$ cat config.mk
export PLATFORM = sky130hd
export DESIGN_NAME = instr_fetch_unit
export DESIGN_NICKNAME = d
export VERILOG_FILES = /design/src/rtl/instr_fetch_unit.sv
export SDC_FILE = /design/constraint.sdc
export NUM_CORES = 1
export LEC_CHECK = 0
export ABC_AREA = 1
export BUFFER_PORTS_ARGS = -buffer_cell sky130_fd_sc_hd__buf_4
export CORE_UTILIZATION = 35
export CTS_CLUSTER_SIZE = 24
export DETAILED_ROUTE_END_ITERATION = 7
export HOLD_SLACK_MARGIN = 0.05
export MAX_ROUTING_LAYER = met4
export PLACE_DENSITY = 0.67
export SYNTH_ARGS = -nofsm -noshare
export SYNTH_HDL_FRONTEND = slang
export SYNTH_SLANG_ARGS = --single-unit
$ cat constraint.sdc
create_clock -name clk -period 7.6 [get_ports clk]
set_input_delay 0.76 -clock clk [delete_from_list [all_inputs] [get_ports clk]]
set_output_delay 0.76 -clock clk [all_outputs]
set_load 0.05 [all_outputs]
$ cat src/rtl/instr_fetch_unit.sv
// instr_fetch_unit: fetch PC, imem read handshake and fetch buffer feeding the decode ROM.
//   clk, rst                 clock, async active-high reset
//   imem_address/imem_read   outgoing read request (held until imem_resp)
//   imem_resp/imem_rdata     1-cycle response pulse with instruction word
//   redirect/redirect_pc     branch/jump target, squashes in-flight fetch
//   stall                    decode not ready, head entry held
//   valid_o/pc_o/instr_o     head entry; instr_o is nop when empty
//   opcode/funct3/funct7     decode ROM slices of instr_o
module instr_fetch_unit #(
  parameter logic [31:0] RESET_PC = 32'h00000060,
  parameter int FIFO_DEPTH = 2
) (
  input  logic        clk,
  input  logic        rst,
  output logic [31:0] imem_address,
  output logic        imem_read,
  input  logic        imem_resp,
  input  logic [31:0] imem_rdata,
  input  logic        redirect,
  input  logic [31:0] redirect_pc,
  input  logic        stall,
  output logic        valid_o,
  output logic [31:0] pc_o,
  output logic [31:0] instr_o,
  output logic [6:0]  opcode,
  output logic [2:0]  funct3,
  output logic [6:0]  funct7
);
  localparam int PW = $clog2(FIFO_DEPTH);
  localparam int CW = PW + 1;
  localparam logic [CW-1:0] FULL = CW'(FIFO_DEPTH);
  localparam logic [31:0] NOP = 32'h00000013;
  typedef enum logic [1:0] {IDLE, REQ, SQUASH} state_t;
  state_t state;
  logic [31:0] fetch_pc, req_addr;
  logic [CW-1:0] count, count_next;
  logic [PW-1:0] rd_ptr, wr_ptr;
  logic [31:0] pc_mem [FIFO_DEPTH];
  logic [31:0] ins_mem [FIFO_DEPTH];
  logic push, pop, issue;
  // a redirect cycle suppresses push/pop; a new request is issued only when the
  // post-push/pop occupancy leaves room for its data
  always_comb begin
    push = state == REQ && imem_resp && !redirect;
    pop = valid_o && !stall && !redirect;
    count_next = count + CW'(push) - CW'(pop);
    issue = !redirect && ((state == IDLE && count < FULL) || (state == REQ && imem_resp && count_next < FULL));
  end
  always_ff @(posedge clk or posedge rst) begin
    if (rst) begin
      state <= IDLE;
      fetch_pc <= RESET_PC;
      req_addr <= RESET_PC;
      count <= '0;
      rd_ptr <= '0;
      wr_ptr <= '0;
    end else if (redirect) begin
      fetch_pc <= redirect_pc & ~32'h3;
      count <= '0;
      rd_ptr <= '0;
      wr_ptr <= '0;
      state <= (state == IDLE || imem_resp) ? IDLE : SQUASH;
    end else begin
      count <= count_next;
      if (push) wr_ptr <= wr_ptr + 1'b1;
      if (pop) rd_ptr <= rd_ptr + 1'b1;
      if (issue) begin
        req_addr <= fetch_pc;
        fetch_pc <= fetch_pc + 32'd4;
        state <= REQ;
      end else if (imem_resp && state != IDLE) begin
        state <= IDLE;
      end
    end
  end
  always_ff @(posedge clk) begin
    if (push) begin
      pc_mem[wr_ptr] <= req_addr;
      ins_mem[wr_ptr] <= imem_rdata;
    end
  end
  assign imem_read = state == REQ || state == SQUASH;
  assign imem_address = req_addr;
  assign valid_o = count != '0;
  assign pc_o = valid_o ? pc_mem[rd_ptr] : 32'h0;
  assign instr_o = valid_o ? ins_mem[rd_ptr] : NOP;
  assign opcode = instr_o[6:0];
  assign funct3 = instr_o[14:12];
  assign funct7 = instr_o[31:25];
endmodule

==> flow_summary.yaml <==
cts:
  cts_tree: "done"
  clock-root-buffer: "clkbuf_16"
  cts_buffer_depth: 2
  cts_repair_resize_count: 0
  clk_pin_slew_worst_paths_ps: 70
  ctsHoldBuffers: 0
  post-cts-setup-buffer-count: 0
  cts_max_level: 4
  cts_made_buffers: 17
  cts.sinks: 190
  clk_latency_ps: 430
sta:
  finalSetupViolCount: 0
  post-route-period-util_pct: 46.7
  slew_violations: 0
  fin_crit_ps: 3550
  finalHoldViolations: 0
  maxSlewHeadroom_pct: 31.9
  grt_setup_unrepaired: "false"
  hold_ws_ps: 504
  fin_skew_ps: 10.7
  finalSetupTns_ps: 0
  fmax_ghz: 0.282
  tightest_slew_ps: 1020
logic_synthesis:
  yosysTopAreaCell: "edfxtp_1"
  async_flop_share_pct: 34.7
  syn_area_per_cell_sq_um: 9.42
  synthFlopType: "edfxtp_1"
  synth_edf_count: 124
  synth-warning-count: 0
  syn_area_sq_um: 8650
  synth.area.top_cells: "edfxtp_1 (43%), dfrtp_1 (18%), nand2_1 (15%)"
  syn_inst: 918
  synth_seq_cells: 190
  synth_top_area_share_pct: 43.1
  synth_seq_area_share_pct: 62.2
  synth_cell_types: 28
layout:
  areaGrowthSynthToFinish_pct: 23.7
  final_common_cell: "nand2_1"
  drive_above_1_share_pct: 22.3
  diodes: 0
  nets: 1138
  fin_area_sq_um: 10700
  fin_cells: 1401
  final_util_pct: 44.1
  layout_common_cells: "nand2_1 (353), buf_4 (184), edfxtp_1 (124), inv_1 (62), dfrtp_1 (61)"
die:
  die_y_um: 159
  num_io_pins: 184
  core_area_sq_um: 24200
  initial_utilization_pct: 35.7
  row_count: 57
  die-area_sq_um: 25300
  dieWidth_um: 159
setup_path:
  cp_slowest_cell: "buf_4"
  crit_path_start_kind: "flip-flop"
  worstPathRequired_ps: 7910
  worstSetupPathType: "flip-flop to flip-flop"
  cpMostUsedCell: "nand2_1"
  crit_fanout: 62
  crit_family: "simple AND/OR/NAND/NOR gates"
  cp.arrival_ps: 3860
  cp-end-kind: "flip-flop"
  crit_chain: "nor2_4 > buf_4 > nor2_1 > inv_1 > nor2_1 > ha_1 > inv_1 > ha_1 > inv_1 > nand2_1 > nand2_1 > nand2_1 > nand2_2 > nand2_4 > nand2_4 > nand2_8 > inv_2 > nand2_1 > nand2_1"
  max_stage_delay_ps: 570
  path_buf_inv: 5
flow_run:
  maxCapViolations: 0
detailed_routing:
  drtAntennaViolNets: 0
  drc: 0
  routed_wl_um: 20900
  vias: 6609
  drtPass1Iterations: 6
  viasPerCell: 4.72
  wl_per_cell_um: 14.9
  drt_iter0_drc: 556
global_routing:
  grt_use_total_pct: 17.4
  antenna_found_initial: 0
  grt-ovfl-total: 0
  grt_first_pass_wirelength_um: 33300
  grt_max_degree: 67
  grt_pass1_vias: 6211
status:
  status: "finished clean"
pwr:
  cellLeakagePower_nw: 4.66
  irDropWorstVdd_mv: 0.132
  power_density_nw_per_um2: 357
place:
  placed_area_sq_um: 10100
  dp.cells: 1369
  hpwlAfterDp_um: 13900
  finalWeightedCongestion: 0.869
  portBuffers: 177
hold_path:
  hold_path.class: "flip-flop to flip-flop"
-- registers in the layout (all words and copies together), names as in the netlist --
| name | count |
|---|---|
| count | 2 |
| fetch_pc | 30 |
| imem_address | 30 |
| ins_mem | 64 |
| pc_mem | 60 |
| rd_ptr | 1 |
| state | 2 |
| wr_ptr | 1 |
-- worst reg2reg max path, stage by stage (launching register included) --
cell and delay (ps):
dfrtp_1 420, nor2_4 110, buf_4 570, nor2_1 120
inv_1 120, nor2_1 50, ha_1 300, inv_1 60
ha_1 150, inv_1 40, nand2_1 70, nand2_1 60
nand2_1 60, nand2_2 70, nand2_4 260, nand2_4 200
nand2_8 360, inv_2 230, nand2_1 110, nand2_1 60
-- cells in the mapped netlist (7+ instances only) --
cell type  number
nand2_1       353
edfxtp_1      124
inv_1          63
dfrtp_1        62
a21oi_1        60
nor2_1         45
nand3_1        41
o21ai_1        31
nand4_1        27
buf_4          26
clkbuf_1       22
o21ai_0        20
buf_2           7
-- path summary, 6_finish.rpt --
| kind | slack, ps | cells past startpoint | endpoint | from |
|---|---|---|---|---|
| worst max-delay path | 4050 | 19 | fetch_pc[24] | count[1] |
| worst min-delay path | 500 | 2 | imem_address[6] | imem_address[6] |
| worst max register to register | 4050 | 19 | fetch_pc[24] | count[1] |
| worst min register to register | 500 | 2 | imem_address[6] | imem_address[6] |
| max in group asynchronous | 6430 | 3 | rd_ptr | rst |
| min in group asynchronous | 580 | 3 | fetch_pc[2] | rst |
-- power by group --
part / total (mW) / leakage [nW] / internal, mW / switching, mW
Clock: 0.871 / 0.279 / 0.465 / 0.406
Sequential: 1.51 / 1.95 / 1.33 / 0.177
Combinational: 1.44 / 2.43 / 0.380 / 1.06
-- per-stage QoR --
stage	power (mW)	setup slack (ps)
3_3_place_gp	2.95	4130
6_report	3.82	4050
3_5_place_dp	2.97	4070
2_1_floorplan	2.54	3090
4_1_cts	3.85	4040
5_1_grt	4.02	3710
-- routing by layer --
layer	share of wire (%)	up-vias	track usage [%]
li1	-	3291	-
met1	45	3089	22.5
met2	48	205	27.5
met3	5.2	24	3.23
met4	1.8	0	5.90
met5	0	-	-
-- logic make-up after synthesis --
family / share of synthesized area, %
flip-flops: 62.2
AO/OA/AOI/OAI: 6.50
other: 0.0434
adder cells (fa/ha/maj): 0.723
AND/OR/NAND/NOR: 23.1
buffers and inverters: 6.96
XOR/XNOR: 0.506
-- layout make-up --
type | count | area [sq um]
fill | 2338 | 13600
sequential | 190 | 5380
multi-input combinational | 605 | 2700
timing repair buffer | 184 | 1380
clock buffer | 18 | 429
tap | 324 | 405
inverter | 66 | 248
clock inverter | 14 | 151
(Power assumes the default switching activity.)
